===== src/rtl/cpu_pkg.sv =====
// ----------------------------------------------------------------------------
// cpu_pkg
// Shared definitions for the instruction-memory arbiter slice:
//   - default address/data widths for the program memory
//   - encoding of the in-flight read tracker state
//   - starvation limit for the optional fetch starvation guard
//     (compiled in with macro FETCH_STARVE_GUARD_EN)
// ----------------------------------------------------------------------------
package cpu_pkg;

  localparam int ADDR_W_DEF   = 8;
  localparam int DATA_W_DEF   = 8;

  // Consecutive loader grants tolerated while fetch waits.
  localparam int STARVE_LIMIT = 4;
  localparam int STARVE_CNT_W = 3;

  // Which requester owns the read currently returning from memory.
  typedef enum logic [1:0] {
    NONE     = 2'b00,
    FETCH_RD = 2'b01,
    LOAD_RD  = 2'b10
  } inflight_e;

  function automatic logic starveHit(input logic [STARVE_CNT_W-1:0] cnt);
    return cnt >= STARVE_CNT_W'(STARVE_LIMIT);
  endfunction

endpackage


===== src/rtl/imem_starve_guard.sv =====
// ----------------------------------------------------------------------------
// imem_starve_guard
// Counts consecutive loader grants taken while the CPU fetch is waiting and
// raises fetch_prio_o once the limit is reached, so that fetch wins the next
// conflict. Only instantiated when FETCH_STARVE_GUARD_EN is defined.
//
// Ports:
//   Clk          in   clock, rising edge
//   reset        in   asynchronous active-low reset
//   fetch_req_i  in   CPU fetch request
//   fetch_gnt_i  in   fetch granted this cycle
//   ld_gnt_i     in   loader granted this cycle
//   fetch_prio_o out  fetch takes precedence on the next conflict
// ----------------------------------------------------------------------------
module imem_starve_guard
  import cpu_pkg::*;
(
  input  logic Clk,
  input  logic reset,
  input  logic fetch_req_i,
  input  logic fetch_gnt_i,
  input  logic ld_gnt_i,
  output logic fetch_prio_o
);

  logic [STARVE_CNT_W-1:0] cnt_q;
  logic [STARVE_CNT_W-1:0] cnt_d;

  // The count only means something while fetch is actually waiting, so it
  // clears whenever fetch drops its request or finally gets served. It
  // saturates at the limit rather than wrapping.
  always_comb begin
    cnt_d = cnt_q;
    if (!fetch_req_i || fetch_gnt_i) begin
      cnt_d = '0;
    end else if (ld_gnt_i && !starveHit(cnt_q)) begin
      cnt_d = cnt_q + STARVE_CNT_W'(1);
    end
  end

  always_ff @(posedge Clk or negedge reset) begin
    if (!reset) begin
      cnt_q <= '0;
    end else begin
      cnt_q <= cnt_d;
    end
  end

  assign fetch_prio_o = starveHit(cnt_q);

endmodule


===== src/rtl/imem_arbiter.sv =====
// ----------------------------------------------------------------------------
// imem_arbiter
// Arbitrates a single-port synchronous program memory between the CPU fetch
// path and a loader/debug port. One access per cycle; grant and mem_en are
// combinational in the access cycle, read data returns one cycle later.
// Loader has fixed priority over fetch. Defining FETCH_STARVE_GUARD_EN adds
// a starvation guard (imem_starve_guard) that lets fetch win a conflict after
// STARVE_LIMIT consecutive loader grants.
//
// Ports:
//   Clk, reset                   clock / asynchronous active-low reset
//   fetch_req, fetch_addr        CPU fetch request and PC
//   fetch_gnt, stall             fetch issued this cycle / fetch waiting
//   fetch_valid, fetch_data      fetched instruction return
//   ld_req, ld_we, ld_addr,
//   ld_wdata                     loader access request
//   ld_gnt, ld_valid, ld_rdata   loader grant and read return
//   mem_en, mem_we, mem_addr,
//   mem_wdata, mem_rdata         memory interface
// ----------------------------------------------------------------------------
module imem_arbiter
  import cpu_pkg::*;
#(
  parameter int ADDR_W = ADDR_W_DEF,
  parameter int DATA_W = DATA_W_DEF
) (
  input  logic              Clk,
  input  logic              reset,
  input  logic              fetch_req,
  input  logic [ADDR_W-1:0] fetch_addr,
  output logic              fetch_gnt,
  output logic              fetch_valid,
  output logic [DATA_W-1:0] fetch_data,
  output logic              stall,
  input  logic              ld_req,
  input  logic              ld_we,
  input  logic [ADDR_W-1:0] ld_addr,
  input  logic [DATA_W-1:0] ld_wdata,
  output logic              ld_gnt,
  output logic              ld_valid,
  output logic [DATA_W-1:0] ld_rdata,
  output logic              mem_en,
  output logic              mem_we,
  output logic [ADDR_W-1:0] mem_addr,
  output logic [DATA_W-1:0] mem_wdata,
  input  logic [DATA_W-1:0] mem_rdata
);

  inflight_e         state_q;
  inflight_e         state_d;
  logic [DATA_W-1:0] fetchData_q;
  logic [DATA_W-1:0] ldRdata_q;
  logic              gntFetch;
  logic              gntLoad;
  logic              fetchPrio;

`ifdef FETCH_STARVE_GUARD_EN
  imem_starve_guard u_starve_guard (
    .Clk          (Clk),
    .reset        (reset),
    .fetch_req_i  (fetch_req),
    .fetch_gnt_i  (gntFetch),
    .ld_gnt_i     (gntLoad),
    .fetch_prio_o (fetchPrio)
  );
`else
  assign fetchPrio = 1'b0;
`endif

  // Grants are qualified with reset so nothing reaches memory while the
  // block is held in reset, even though the requests are combinational.
  always_comb begin
    gntFetch = 1'b0;
    gntLoad  = 1'b0;
    if (reset) begin
      if (ld_req && fetch_req) begin
        if (fetchPrio) begin
          gntFetch = 1'b1;
        end else begin
          gntLoad = 1'b1;
        end
      end else if (ld_req) begin
        gntLoad = 1'b1;
      end else if (fetch_req) begin
        gntFetch = 1'b1;
      end
    end
  end

  // Tracks whose read comes back next cycle; loader writes return nothing.
  always_comb begin
    state_d = NONE;
    if (gntFetch) begin
      state_d = FETCH_RD;
    end else if (gntLoad && !ld_we) begin
      state_d = LOAD_RD;
    end
  end

  always_ff @(posedge Clk or negedge reset) begin
    if (!reset) begin
      state_q     <= NONE;
      fetchData_q <= '0;
      ldRdata_q   <= '0;
    end else begin
      state_q <= state_d;
      if (state_q == FETCH_RD) begin
        fetchData_q <= mem_rdata;
      end
      if (state_q == LOAD_RD) begin
        ldRdata_q <= mem_rdata;
      end
    end
  end

  assign fetch_gnt   = gntFetch;
  assign ld_gnt      = gntLoad;
  assign stall       = reset & fetch_req & ~gntFetch;

  assign mem_en      = gntFetch | gntLoad;
  assign mem_we      = gntLoad & ld_we;
  assign mem_addr    = gntFetch ? fetch_addr : (gntLoad ? ld_addr : '0);
  assign mem_wdata   = gntLoad ? ld_wdata : '0;

  // The memory's output register provides the return-cycle data; our own
  // register takes over afterwards so the outputs hold between pulses.
  assign fetch_valid = (state_q == FETCH_RD);
  assign ld_valid    = (state_q == LOAD_RD);
  assign fetch_data  = fetch_valid ? mem_rdata : fetchData_q;
  assign ld_rdata    = ld_valid ? mem_rdata : ldRdata_q;

endmodule


===== config.mk =====
export PLATFORM = sky130hd
export DESIGN_NAME = imem_arbiter
export DESIGN_NICKNAME = d
export VERILOG_FILES = /design/src/rtl/cpu_pkg.sv /design/src/rtl/imem_starve_guard.sv /design/src/rtl/imem_arbiter.sv
export SDC_FILE = /design/constraint.sdc
export NUM_CORES = 1
export LEC_CHECK = 0
export CORE_MARGIN = 2
export CORE_UTILIZATION = 54
export DETAILED_ROUTE_END_ITERATION = 10
export DONT_BUFFER_PORTS = 1
export MAX_ROUTING_LAYER = met4
export PLACE_DENSITY = 0.73
export SYNTH_ARGS = -nofsm -noshare
export SYNTH_HDL_FRONTEND = slang
export SYNTH_HIERARCHICAL = 1
export SYNTH_SLANG_ARGS = --single-unit

===== constraint.sdc =====
create_clock -name Clk -period 1.15 [get_ports Clk]
set_input_delay 0.1725 -clock Clk [delete_from_list [all_inputs] [get_ports Clk]]
set_output_delay 0.1725 -clock Clk [all_outputs]
set_load 0.02 [all_outputs]

Yosys cells after proc, flatten, opt, wreduce, memory -nomap -nowiden
Index checks and enable logic that the tools add are counted.

operators by class
  reduce and logical (&&, ||, !) cells = 3
  eq/ne operators = 2
  muxes and demuxes = 14
  bitwise logic cells = 5

operators with widths
  cell                  number
  $mux W8               5
  $mux W1               7
  $mux W2               2
  $and A1 B1 Y1         3
  $eq A2 B1 Y1 const B  1
  $eq A2 B2 Y1 const B  1
  $logic_and A1 B1 Y1   2
  $logic_not A1 Y1      1
  $not A1 Y1            1
  $or A1 B1 Y1          1

storage, ports and cells
  input bits = 37
  logic and storage cells = 27
  output and inout bits = 39
  register bits = 18

Depth between registers and ports, before layout
  depth in word-level cells = 6
  mapped depth = 3

Worst setup path after synthesis
No wires, ideal clock.

  kind = reg-to-output
  from = register state_q[0]
  to = output port fetch_data[0]
  path buffers = 1
  arrival time = 1.022 ns
  path slack = -0.044 ns
  data required time = 0.978 ns
  stages on the path, launching flop included = 4
  cell sequence = dfrtp_1 > nor2b_4 > buf_12 > mux2_4

between the ends
  word-level cells in the longest chain between the ends = 2

RTL lines
  what                    RTL line             RTL
  start, declared         imem_arbiter.sv:49   inflight_e state_q;
  start signal, assigned  imem_arbiter.sv:106  state_q <= state_d;
  $eq A2 B1 Y1            imem_arbiter.sv:127  assign fetch_valid = (state_q == FETCH_RD);
  via fetch_valid         imem_arbiter.sv:32   output logic fetch_valid,
  $mux W8                 -
  end, declared           imem_arbiter.sv:33   output logic [DATA_W-1:0] fetch_data,

The timed path passes the listed nets, and every way through them passes these cells.

Final worst setup path
  from = register state_q[0]
  to = output port fetch_data[2]

between the ends
  word-level cells in the longest chain between the ends = 2

RTL lines
  what          RTL line
  $eq A2 B1 Y1  imem_arbiter.sv:127
  $mux W8       -

Every way passes these cells.

==> out/qor.csv <==
metric;value;unit
yosys.cell_count.top_type;sky130_fd_sc_hd__dfrtp_1;
fp.coreArea;0.00169;mm^2
rows;15;
detail_route.vias_per_cell;6.38;
port_buffers;0;
holdPathEnd;state_q[0];
setup_repair_after_global_routing_missed_its_margin;true;
synth_fp_nets;104;
largest_net_degree_at_the_start_of_global_routing;23;
cts.sinks;18;
cts_tree;built;
post-layout-total-power;1.71;mW
num_antenna_cells;0;
synthArstFlopShare;1.00;
p_comb_frac;0.328;
hold_path_startpoint;ld_req;
dieArea;0.00213;mm^2
seqPwrFrac;0.459;
synth_top_family_by_area;multiplexers;
drv_cap;0;
grt_ovf;0;
cellLeakagePower;0.520;nW
synth-seq-cells;18;
timing_max_transition_violations_final;0;
yosysTopAreaCellShare;0.471;
timing.rr.end;fetchData_q[2];
wl_per_cell;20.5;um
finalHoldViolations;0;
timing_worst_setup_path_type;reg -> out;
timing.clock.skew;5.06;ps
synth_simple_gate_area_share;0.122;
drt_first_iter_violations;8;
timing.final.crit_share;1.34;
cellInternalPower;1.17;mW
startpoint_type;flip-flop;
timing.hold.ws;44.4;ps
grt_pass1_wl;2630;um
die_y;46.1;um
power.density;1580;mW/mm^2
netSwitchingFraction;0.318;
netlist_top_cells_count;sky130_fd_sc_hd__dfrtp_1 (18), sky130_fd_sc_hd__mux2_4 (16), sky130_fd_sc_hd__and3_1 (10), sky130_fd_sc_hd__a32o_1 (8), sky130_fd_sc_hd__buf_2 (3);
drc;0;
num_io_pins;76;
layout.cell_area.non_filler;0.00108;mm^2
placed_area;976;um^2
clockPowerShare;0.213;
synth-edff-count;0;
max-slew-margin-rel;0.495;
synth.avg_cell_area;14.3;um^2
post_synthesis_share_of_cell_area_spent_on_full_adders_half_adders_and_majority_gates;0;
clockRootBuffer;sky130_fd_sc_hd__clkbuf_4;
yosys-top-cells-area;sky130_fd_sc_hd__dfrtp_1 (47%), sky130_fd_sc_hd__mux2_4 (25%), sky130_fd_sc_hd__a32o_1 (8.4%);
clkTransAtPathRegs;90;ps
start_util;0.567;
preCtsSetupSlack;-81.2;ps
worst-endpoint-required;980;ps
max-clock-path-buffers;2;
switchingPower;0.545;mW
dr.pass1.iters;4;
mappedNetlistArea;957;um^2
synth-xor-area-share;0;
critPathMaxFanout;4;
layout_setup_ws;-390;ps
critPathArrivalTime;1370;ps
chip_width;46.1;um
finalWeightedCongestion;0.723;
grt_pass1_vias;553;
fin_nets;115;
synth_top_area_cell;sky130_fd_sc_hd__dfrtp_1;
crit_path_end_kind;output pin;
yosys_most_used_dff;sky130_fd_sc_hd__dfrtp_1;
max-vdd-ir-drop;0.851;mV
post-dp-hpwl;1430;um
postRouteWirelength;1930;um
finalSetupViolCount;34;
antenna_violations_before_repair;0;
numCtsBuffers;3;
cts_htree_levels;1;
sequential_area_share_after_synthesis;0.471;
synth-compound-area-share;0.0915;
post_synth_mux_area_share;0.251;
syn_inst;67;
detail-route-antenna-nets;0;
post-route-min-period;1540;ps
final_layout_size_suffix_gt1_frac;0.442;
synth_cell_types;13;
r2r-start;state_q[0];
achievable-frequency;649;MHz
worstSkewPairLatency;280;ps
worst-slew-pin-transition;755;ps
global_route.usage.total;0.185;
reg2reg_setup_slack;-60;ps
run_status;complete, but fails checks;
worst_hold_path_type;in -> reg;
area_growth_from_synthesis_to_final_layout;13.2;%
r2r.worst_path.cells;3;
num_vias;600;
ys_warn_count;6;
failed_checks;setup timing;
hold_path_depth;1;
[power groups by stage]
stage	Sequential, mW	Clock, mW	Combinational (mW)
6_report	0.787	0.365	0.562
5_1_grt	0.797	0.410	0.592
3_5_place_dp	0.799	0	0.533
3_3_place_gp	0.794	0	0.529
4_1_cts	0.787	0.382	0.566
2_1_floorplan	0.787	0	0.502
[per-layer routing]
layer	global-route usage	wire, um
met5	-	0
met4	0.0514	0
met3	0.0471	203
met2	0.325	1030
met1	0.205	691
[worst max path at each step]
stage               startpoint       endpoint  slack (ps)
finish              state_q[0]  fetch_data[2]        -390
CTS                 state_q[0]  fetch_data[2]        -410
global route        state_q[0]  fetch_data[5]        -450
floorplan           state_q[0]  fetch_data[0]         -40
detailed placement  state_q[0]  fetch_data[2]         -80
global placement    state_q[1]    ld_rdata[1]         -60
[sequential cells by signal, indices dropped and copies added (netlist names)]
signal and flops:
ldRdata_q 8, fetchData_q 8, state_q 2
[worst max-delay path: stages, from the launching register on]
cell                      delay, ps
sky130_fd_sc_hd__dfrtp_1        410
sky130_fd_sc_hd__nor2b_4        200
sky130_fd_sc_hd__buf_6          140
sky130_fd_sc_hd__mux2_4         340
[cell usage in the layout, fill, tap and decap left out, drive strengths merged]
cell and count:
a32o 8, and2 1, buf 11, mux2 16
nor2 1, dfrtp 18, dlygate4sd3 2, clkbuf 4
nor2b 4, nand2 1, o21a 1, and3 10
[repair_timing]
action                     in CTS  in global routing
hold buffers                    2                  0
buffers inserted                3                  1
gates resized for setup         7                  2
setup endpoints to repair      34                 35
hold endpoints to repair       19                  0
pin swaps                       0                  0
[cell families after synthesis]
| family | count (synthesis) |
|---|---|
| flip-flops | 18 |
| AND/OR/NAND/NOR | 17 |
| multiplexers | 16 |
| AO/OA/AOI/OAI | 9 |
| buffers and inverters | 7 |
[cell type report]
cell class | instances | area [um^2]
fillers | 122 | 606
flip-flops and latches | 18 | 450
well taps | 17 | 21.3
multi-input cells | 42 | 447
clock buffers | 4 | 36.3
repair buffers | 13 | 129
[stage by stage]
step | utilization | instances | TNS (ps)
after floorplan | - | 67 | -880
after global placement | 0.578 | 85 | -1140
after detailed placement | 0.578 | 85 | -1650
after CTS | 0.640 | 94 | -7770
after global routing | 0.641 | 94 | -8900
final | 0.641 | 94 | -7410
(Power assumes the default switching activity.)
